$ cat config.mk
export PLATFORM = sky130hd
export DESIGN_NAME = frm_source
export DESIGN_NICKNAME = d
export VERILOG_FILES = /design/src/rtl/frm_source.sv
export SDC_FILE = /design/constraint.sdc
export NUM_CORES = 1
export LEC_CHECK = 0
export CORE_ASPECT_RATIO = 0.6
export CORE_MARGIN = 1
export CORE_UTILIZATION = 52
export CTS_CLUSTER_DIAMETER = 120
export CTS_CLUSTER_SIZE = 12
export DETAILED_ROUTE_END_ITERATION = 6
export PLACE_DENSITY = 0.79
export SYNTH_ARGS = -nofsm -noshare
export SYNTH_HDL_FRONTEND = slang
export SYNTH_SLANG_ARGS = --single-unit
$ cat constraint.sdc
create_clock -name clk_i -period 2.2 [get_ports clk_i]
set_input_delay 0.22 -clock clk_i [delete_from_list [all_inputs] [get_ports clk_i]]
set_output_delay 0.22 -clock clk_i [all_outputs]
set_load 0.01 [all_outputs]
$ cat src/rtl/frm_source.sv
// Raster video source: hs/vs/de timing plus an 8-bit pixel word chosen per frame
// from a latched level and pattern mode.
module frm_source #(
    parameter int H_ACTIVE = 16,
    parameter int H_FP     = 2,
    parameter int H_SYNC   = 4,
    parameter int H_BP     = 2,
    parameter int V_ACTIVE = 8,
    parameter int V_FP     = 1,
    parameter int V_SYNC   = 2,
    parameter int V_BP     = 1
) (
    input  logic       clk_i,
    input  logic       rst_i,
    input  logic       en_i,
    input  logic [1:0] mode_i,
    input  logic [7:0] level_i,
    output logic       hs_o,
    output logic       vs_o,
    output logic       de_o,
    output logic [7:0] wd_o,
    output logic       frm_done_o,
    output logic [7:0] frm_cnt_o,
    output logic       state_o
);

    localparam int H_TOTAL = H_ACTIVE + H_FP + H_SYNC + H_BP;
    localparam int V_TOTAL = V_ACTIVE + V_FP + V_SYNC + V_BP;
    localparam int HW      = $clog2(H_TOTAL);
    localparam int VW      = $clog2(V_TOTAL);

    localparam logic [HW-1:0] H_LAST     = HW'(H_TOTAL - 1);
    localparam logic [VW-1:0] V_LAST     = VW'(V_TOTAL - 1);
    localparam logic [HW-1:0] H_ACT_END  = HW'(H_ACTIVE);
    localparam logic [VW-1:0] V_ACT_END  = VW'(V_ACTIVE);
    localparam logic [HW-1:0] H_SYNC_BEG = HW'(H_ACTIVE + H_FP);
    localparam logic [HW-1:0] H_SYNC_END = HW'(H_ACTIVE + H_FP + H_SYNC);
    localparam logic [VW-1:0] V_SYNC_BEG = VW'(V_ACTIVE + V_FP);
    localparam logic [VW-1:0] V_SYNC_END = VW'(V_ACTIVE + V_FP + V_SYNC);

    typedef enum logic {
        IDLE = 1'b0,
        RUN  = 1'b1
    } state_t;

    state_t        state;
    state_t        state_nxt;
    logic [HW-1:0] h_cnt;
    logic [VW-1:0] v_cnt;
    logic [7:0]    lvl_q;
    logic [1:0]    mode_q;

    logic          h_last;
    logic          frame_end;
    logic          load;
    logic          hs_d;
    logic          vs_d;
    logic          de_d;
    logic [7:0]    wd_d;

    assign h_last    = (h_cnt == H_LAST);
    assign frame_end = (state == RUN) && h_last && (v_cnt == V_LAST);
    // Level/mode are captured on the edge that places the counter at (0,0).
    assign load      = en_i && ((state == IDLE) || frame_end);
    assign state_o   = (state == RUN);

    // State register
    always_ff @(posedge clk_i) begin
        if (rst_i) begin
            state <= IDLE;
        end else begin
            state <= state_nxt;
        end
    end

    // Next-state logic: a started frame always runs to its last cycle
    always_comb begin
        state_nxt = state;
        case (state)
            IDLE: if (en_i) state_nxt = RUN;
            RUN:  if (frame_end && !en_i) state_nxt = IDLE;
            default: state_nxt = IDLE;
        endcase
    end

    always_ff @(posedge clk_i) begin
        if (rst_i || state == IDLE) begin
            h_cnt <= '0;
            v_cnt <= '0;
        end else if (h_last) begin
            h_cnt <= '0;
            v_cnt <= (v_cnt == V_LAST) ? '0 : v_cnt + VW'(1);
        end else begin
            h_cnt <= h_cnt + HW'(1);
        end
    end

    always_ff @(posedge clk_i) begin
        if (rst_i) begin
            lvl_q  <= '0;
            mode_q <= '0;
        end else if (load) begin
            lvl_q  <= level_i;
            mode_q <= mode_i;
        end
    end

    // Output decode of the current counter position
    always_comb begin
        de_d = (state == RUN) && (h_cnt < H_ACT_END) && (v_cnt < V_ACT_END);
        hs_d = (state == RUN) && (h_cnt >= H_SYNC_BEG) && (h_cnt < H_SYNC_END);
        vs_d = (state == RUN) && (v_cnt >= V_SYNC_BEG) && (v_cnt < V_SYNC_END);
        wd_d = '0;
        if (de_d) begin
            case (mode_q)
                2'd0: wd_d = lvl_q;
                2'd1: wd_d = lvl_q + 8'(h_cnt);
                2'd2: wd_d = (h_cnt[2] ^ v_cnt[2]) ? ~lvl_q : lvl_q;
                default: wd_d = ~lvl_q;
            endcase
        end
    end

    always_ff @(posedge clk_i) begin
        if (rst_i) begin
            hs_o       <= 1'b0;
            vs_o       <= 1'b0;
            de_o       <= 1'b0;
            wd_o       <= '0;
            frm_done_o <= 1'b0;
            frm_cnt_o  <= '0;
        end else begin
            hs_o       <= hs_d;
            vs_o       <= vs_d;
            de_o       <= de_d;
            wd_o       <= wd_d;
            frm_done_o <= frame_end;
            if (frame_end) begin
                frm_cnt_o <= frm_cnt_o + 8'd1;
            end
        end
    end

endmodule

# [Word level (Yosys, flattened, before mapping)]
# Cells that the tools add are included.
[word_totals] inputBits=13 register_bits=40 mem_bits_ro=0 ram_bits=0 elab_cells=51 mem_count=0 out_inout_bits=21 latch_bits=0
[op_classes] n_addsub=4 shift=0 div=0 n_reduce_logical=16 bitwise=4 n_lt_le_gt_ge=6 n_mux=6 n_mul=0 n_eq_ne=4
[op_table] op="case mux 8 bit (3 select lines)" count=1
[op_table] op="logical AND 1 bit" count=10
[op_table] op="less-than comparator 5 bit (second input constant)" count=2
[op_table] op="adder 8 x 1 -> 8 bit (second input constant)" count=1
[op_table] op="adder 8 x 5 -> 8 bit" count=1
[op_table] op="less-than comparator 4 bit (second input constant)" count=2
[op_table] op="2-to-1 mux 8 bit" count=1
[op_table] op="inverter 8 bit" count=1
[op_table] op="adder 5 x 1 -> 5 bit (second input constant)" count=1
[op_table] op="== test 5 bit (second input constant)" count=1
[op_table] op=">= comparator 5 bit (second input constant)" count=1
[op_table] op="adder 4 x 1 -> 4 bit (second input constant)" count=1
[op_table] op="== test 4 bit (second input constant)" count=1
[op_table] op=">= comparator 4 bit (second input constant)" count=1
[op_table] op="2-to-1 mux 4 bit" count=1
[op_table] op="OR reduction 2 bit" count=2
[op_table] op="== test 2 x 1 -> 1 bit (second input constant)" count=1
[op_table] op="== test 2 bit (second input constant)" count=1
[op_table] op="logical NOT 2 bit" count=1
[op_table] op="logical OR 1 bit" count=2
[op_table] op="2-to-1 mux 1 bit" count=2
[op_table] op="inverter 1 bit" count=2
[op_table] op="case mux 1 bit (2 select lines)" count=1
[op_table] op="logical NOT 1 bit" count=1
[op_table] op="XOR 1 bit" count=1

# [Logic depth before layout (Yosys ltp)]
# Gate-level depths: netlist of run 1.
[logic_depth] ltp_word=6 ltp_mapped=8 ltp_nobuf=8

# [Worst setup path before layout of run 1]
# No wires, ideal clock.
[synth_timing] kind="register to register" startpoint="register h_cnt[1]" endpoint="register frm_cnt_o[7]" synth_period_minus_slack_ns=1.723 arrival_time_ns=1.596 t_required_ns=2.073 setup_ns=0.127 n_path_buf=1 path_slack_ns=0.477 path_stages_with_launch=8 cell_sequence="dfxtp_1 ha_1 and4b_1 buf_6 nand4_4 nor4_4 xnor2_1 nor2_1"
[synth_via] elab_chain_cells=3
[synth_lines] item="from (decl)" line="48" rtl="logic [HW-1:0] h_cnt;"
[synth_lines] item="from (signal assigned)" line="94" rtl="h_cnt <= h_cnt + HW'(1);"
[synth_lines] item="== test 5 bit" line="61" rtl="assign h_last = (h_cnt == H_LAST);"
[synth_lines] item="logical AND 1 bit (2 in a row)" line="62" rtl="assign frame_end = (state == RUN) && h_last && (v_cnt == V_LAST);"
[synth_lines] item="to (signal assigned)" line="139" rtl="frm_cnt_o <= frm_cnt_o + 8'd1;"
[synth_lines] item="to (decl)" line="23" rtl="output logic [7:0] frm_cnt_o,"
# Every way passes these cells.
# A chain may end at the register's enable or synchronous reset.

# [Final worst setup path of run 1]
[layout_timing] startpoint="register h_cnt[1]" endpoint="register lvl_q[3]"
[layout_via] elab_chain_cells=5
[layout_lines] item="== test 5 bit" line="61"
[layout_lines] item="logical AND 1 bit (2 in a row)" line="62"
[layout_lines] item="logical OR 1 bit" line="64" rtl="assign load = en_i && ((state == IDLE) || frame_end);"
[layout_lines] item="logical AND 1 bit" line="64"
[layout_lines] item="to (signal assigned)" line="103" rtl="lvl_q <= level_i;"
[layout_lines] item="to (decl)" line="50" rtl="logic [7:0] lvl_q;"
# Every way passes these cells.

==> results.py, run 1 <==
metrics = {
    "finish": {
        "nets": 276,
        "final_cells": 298,
        "layout-drive-gt1-share_pct": 5.53,
        "syn_to_final_growth_pct": 24.3,
        "diodes": 0,
    },
    "cts": {
        "ctsResizeCount": 0,
        "clkTransAtPathRegs_ns": 0.08,
        "post_cts_buffers": 0,
        "hold_buffers": 0,
        "clk_latency_ns": 0.30,
        "root_buffer": "clkbuf_8",
        "htreeDepth": 2,
        "cts_inserted_buffers": 5,
        "max-clock-path-buffers": 2,
        "cts.sinks": 40,
        "cts_tree": "done",
    },
    "power": {
        "power.density_mw_per_mm2": 626,
        "ir_drop_mv": 0.372,
        "p_leak_nw": 0.982,
    },
    "routing": {
        "drt-vias-per-instance": 5.40,
        "wl_per_cell_um": 13.2,
        "first_pass_iters": 4,
        "drt_iter0_drc": 153,
        "drt-total-wl_um": 3930,
        "ant_nets": 0,
        "drc": 0,
        "vias": 1610,
    },
    "placement": {
        "numPortBuffers": 33,
        "dp.cells": 290,
        "place_congestion": 0.880,
        "hpwl_um": 2920,
    },
    "timing": {
        "rsz0062_at_grt": "no",
        "hold_violations": 0,
        "relSlewSlack_pct": 65.7,
        "tightestPinTransition_ns": 0.515,
        "period_needed_ns": 2.04,
        "skew_ns": 0.00730,
        "finalCritPeriodShare_pct": 92.9,
        "setup_viol": 0,
        "tns_ns": 0,
        "fmax_ghz": 0.489,
        "maxSlewViolCount": 0,
    },
    "run": {
        "drv_cap": 0,
    },
    "setup_path": {
        "crit_type": "reg2reg",
        "critPathRequiredTime_ns": 2.40,
        "cp_max_fo": 10,
        "startpoint_type": "register",
        "cp-end-kind": "register",
        "critPathArrivalTime_ns": 2.24,
    },
    "logic_synthesis": {
        "synthTopCellsByCount": "dfxtp_1 (40), nor2_1 (39), nand2_1 (17)",
        "avgSynthCellArea_sq_um": 9.00,
        "synth_edf_count": 0,
        "ys_types": 40,
        "synthArstFlopShare_pct": 0,
        "syn_area_sq_mm": 0.00195,
        "ys.flop_type": "dfxtp_1",
        "syn-num-nets": 241,
        "postSynthCellCount": 217,
        "synthTopCellsByArea": "dfxtp_1 (41%), mux2i_1 (7.7%), nor2_1 (7.5%)",
        "synth_top_area_cell": "dfxtp_1",
        "yosysMostFrequentCell": "dfxtp_1",
        "netlist.area_leader.share_pct": 41.0,
        "ys_warn_count": 0,
        "seq_area_frac_synth_pct": 41.0,
        "ys_seq_elements": 40,
    },
    "global_route": {
        "grt_pass1_vias": 1443,
        "grt_antenna_before_repair": 0,
        "grt_max_degree": 21,
        "track_usage_pct": 22.9,
        "grt_overflow_total": 0,
        "grt_pass1_wl_um": 6810,
    },
    "die": {
        "die_h_um": 49.5,
        "pin_count": 34,
        "die_width_um": 81.1,
        "core_sq_mm": 0.00342,
        "rows": 16,
        "fp.dieArea_sq_mm": 0.00401,
        "start_util_pct": 57.1,
    },
    "outcome": {
        "outcome": "finished, final reports clean",
    },
    "hold_path": {
        "min_path_type": "reg2reg",
    },
}
-- where the power goes --
| part | internal (mW) | switching, mW |
|---|---|---|
| clock | 0.342 | 0.275 |
| sequential | 0.743 | 0.0284 |
| combinational | 0.0733 | 0.0592 |
-- state kept, by name, indices dropped and copies added (netlist names) --
register,cells
v_cnt,4
frm_done_o,1
de_o,1
vs_o,1
h_cnt,5
frm_cnt_o,8
hs_o,1
lvl_q,8
mode_q,2
wd_o,8
state_o,1
-- per-stage QoR --
stage | setup WS (ns) | hold WS (ns) | utilization (%) | instance area [sq um] | total power, mW
finish | 0.157 | 0.511 | 70.9 | 2430 | 1.52
global route | 0.00565 | 0.525 | 70.9 | 2430 | 1.59
CTS | 0.179 | 0.506 | 70.9 | 2430 | 1.53
global placement | 0.270 | 0.457 | 67.6 | 2310 | 0.918
detailed placement | 0.195 | 0.488 | 67.6 | 2310 | 0.920
floorplan | 0.477 | 0.364 | - | 1950 | 0.864
-- critical path: stages (launching register included) --
cell and delay [ns]:
dfxtp_1 0.42, ha_1 0.27, and4b_1 0.38, nand3_1 0.18, a21o_1 0.39, mux2i_1 0.23
nor2_1 0.05
-- logic make-up after synthesis --
logic type / synth area share [%]
XOR/XNOR: 6.73
AND/OR/NAND/NOR: 22.2
AO/OA/AOI/OAI: 10.4
multiplexers: 7.69
flip-flops: 41.0
buffers and inverters: 4.61
adder cells (fa/ha/maj): 7.43
-- cell type report --
cell class / instances / area (sq um)
Inverter: 11 / 41.3
Multi-Input combinational cell: 158 / 1060
Clock inverter: 3 / 46.3
Tap cell: 45 / 56.3
Fill cell: 268 / 995
Timing Repair Buffer: 36 / 353
Sequential cell: 40 / 801
Clock buffer: 5 / 68.8
-- layout by cell type (no fill, tap or decap), types with 2 or more instances in the layout --
master and n:
nand2b_1 2, ha_1 10, o21a_1 2, o21ai_0 7, xnor2_1 9, mux2i_1 15, dfxtp_1 40, xor2_1 6
nand2_1 17, nand3_1 5, nor3b_1 2, a21o_1 2, inv_1 11, nor2_1 39, nand4b_1 2, nor3_1 4
clkdlybuf4s50_1 33, and3_1 2, a221oi_1 3, o22ai_1 2, buf_4 3, nor2b_1 3, clkbuf_8 5, a211oi_1 2
a21oi_1 9
-- final timing paths --
path / from / end / slack [ns] / cells past startpoint
worst min-delay path: h_cnt[0] / h_cnt[0] / 0.51 / 1
worst max register to register: h_cnt[1] / lvl_q[3] / 0.16 / 6
worst min register to register: h_cnt[0] / h_cnt[0] / 0.51 / 1
worst max-delay path: h_cnt[1] / lvl_q[3] / 0.16 / 6
-- routing by layer --
layer | global-route usage, % | up-vias | part of all wire, % | wire, um
li1 | - | 821 | - | -
met2 | 29.1 | 58 | 37 | 1450
met5 | 0 | - | 0 | 0
met3 | 5.56 | 8 | 7.3 | 286
met4 | 8.93 | 0 | 1.5 | 58
met1 | 35.8 | 723 | 54 | 2130
Note: power is estimated with default switching activity, not from simulation.
==> run 2: changes to the inputs <==
- CORE_MARGIN: 1 -> 4
==> run 2 against run 1 <==
Net effect:
- combinational power about the same
- clock skew decreased by 0.00097 ns
- first-iteration DRC count decreased by 48%
- cell count unchanged
- critical path depth unchanged
- critical path type unchanged
- critical endpoint is now frm_cnt_o[7]
- highest routed layer unchanged
==> results.py, run 2 (synthesized netlist as in run 1, its figures left out) <==
metrics = {
    "placement": {
        "hpwl_um": 3100,
        "numPortBuffers": 33,
        "place_congestion": 0.865,
        "place_ws_ns": 0.181,
    },
    "die": {
        "rows": 16,
        "core_sq_mm": 0.00342,
        "fp.dieArea_sq_mm": 0.00483,
        "die_h_um": 55.5,
        "pin_count": 34,
        "die_width_um": 87.1,
        "start_util_pct": 57.1,
    },
    "timing": {
        "setup_viol": 0,
        "skew_ns": 0.00633,
        "maxSlewViolCount": 0,
        "finalCritPeriodShare_pct": 89.7,
        "relSlewSlack_pct": 67.2,
        "setup_ws_ns": 0.228,
        "fmax_ghz": 0.507,
        "tightestPinTransition_ns": 0.492,
        "period_needed_ns": 1.97,
        "hold_violations": 0,
        "tns_ns": 0,
        "rsz0062_at_grt": "no",
    },
    "setup_path": {
        "critPathArrivalTime_ns": 2.16,
        "r2r-end": "frm_cnt_o[7]",
        "r2r_start": "h_cnt[1]",
        "cp_max_fo": 9,
        "crit_buf_inv": 0,
        "crit_family": "simple AND/OR/NAND/NOR gates",
        "crit_type": "reg2reg",
        "startpoint_type": "register",
        "slowest_delay_ns": 0.42,
        "crit_chain": "ha_1, and4b_1, nand4_4, nor4_4, xnor2_1, nor2_1",
        "reg2reg_slack_ns": 0.23,
        "critPathRequiredTime_ns": 2.39,
        "slowest_stage": "dfxtp_1",
        "cp-end-kind": "register",
        "r2r_cells": 6,
    },
    "global_route": {
        "grt_antenna_before_repair": 0,
        "grt_overflow_total": 0,
        "track_usage_pct": 17.9,
        "grt_pass1_wl_um": 6930,
        "grt_max_degree": 21,
        "grt_pass1_vias": 1494,
    },
    "power": {
        "p_leak_nw": 0.981,
        "power.density_mw_per_mm2": 626,
        "ir_drop_mv": 0.430,
    },
    "cts": {
        "htreeDepth": 2,
        "clk_latency_ns": 0.29,
        "cts_tree": "done",
        "cts_inserted_buffers": 5,
        "max-clock-path-buffers": 2,
        "root_buffer": "clkbuf_8",
        "post_cts_buffers": 0,
        "cts.sinks": 40,
        "clkTransAtPathRegs_ns": 0.09,
        "hold_buffers": 0,
    },
    "routing": {
        "vias": 1610,
        "first_pass_iters": 4,
        "top_layer": "met4",
        "dr_wl_met3_um": 369,
        "drt-vias-per-instance": 5.40,
        "drt_iter0_drc": 80,
        "ant_nets": 0,
        "wl_per_cell_um": 13.9,
        "drc": 0,
        "drt-total-wl_um": 4150,
        "met2_length_um": 1610,
        "wl_met1_um": 2160,
    },
    "outcome": {
        "outcome": "finished, final reports clean",
    },
    "run": {
        "drv_cap": 0,
    },
    "hold_path": {
        "whs_path_depth": 1,
        "min_path_type": "reg2reg",
        "min_from": "h_cnt[0]",
        "hold_end": "h_cnt[0]",
    },
    "finish": {
        "nets": 276,
        "final_common_cell": "dfxtp_1",
        "layout-drive-gt1-share_pct": 5.93,
        "diodes": 0,
        "syn_to_final_growth_pct": 24.4,
        "layout_common_cells": "dfxtp_1 (40), nor2_1 (39), clkdlybuf4s50_1 (33), nand2_1 (17), mux2i_1 (15)",
        "reg_top3": "frm_cnt_o (8), lvl_q (8), wd_o (8)",
    },
}
==> run 2: cell counts in the layout (fill, tap and decap cells not counted) <==
No cell type changed its count.
==> run 2: power breakdown <==
| group | internal [mW] | leakage, nW | switching [mW] |
|---|---|---|---|
| logic | 0.0739 | 0.602 | 0.0606 |
| registers | 0.743 | 0.325 | 0.0288 |
| clock network | 0.342 | 0.0548 | 0.273 |
| total | 1.16 | 0.981 | 0.363 |
==> run 2: area by class of cell <==
class / count / area [sq um]
Multi-Input combinational cell: 158 / 1060
Inverter: 11 / 41.3
Clock inverter: 3 / 46.3
Clock buffer: 5 / 68.8
Sequential cell: 40 / 801
Timing Repair Buffer: 36 / 353
Fill cell: 285 / 993
Tap cell: 45 / 56.3
==> run 2: how the worst max path moves through the flow <==
stage                     startpoint      endpoint  slack [ns]  cells past startpoint
after floorplan             h_cnt[1]  frm_cnt_o[7]        0.48                      7
after global placement      h_cnt[1]     mode_q[1]        0.28                      6
after detailed placement    h_cnt[1]      lvl_q[0]        0.18                      6
after CTS                   h_cnt[1]      lvl_q[6]        0.17                      6
after global routing        h_cnt[1]     mode_q[0]        0.05                      6
final                       h_cnt[1]  frm_cnt_o[7]        0.23                      6
==> run 2: repair_timing <==
action	4_1_cts	5_1_grt
hold endpoints to repair	0	0
endpoints found under the setup margin	0	3
resized for setup	0	1
==> run 2: metal layers <==
layer	up-vias	GRT usage, %
li1	811	-
met1	732	26.9
met2	65	24.2
met3	2	6.24
met4	0	3.72
met5	-	0
==> run 2: stage by stage <==
step	cells	cell area [sq um]	hold slack, ns	total power [mW]	util [%]
floorplan	217	1950	0.364	0.864	-
global placement	290	2310	0.457	0.918	67.6
detailed placement	290	2310	0.479	0.922	67.6
CTS	298	2430	0.496	1.53	70.9
global route	298	2430	0.501	1.58	71.0
finish	298	2430	0.499	1.52	71.0
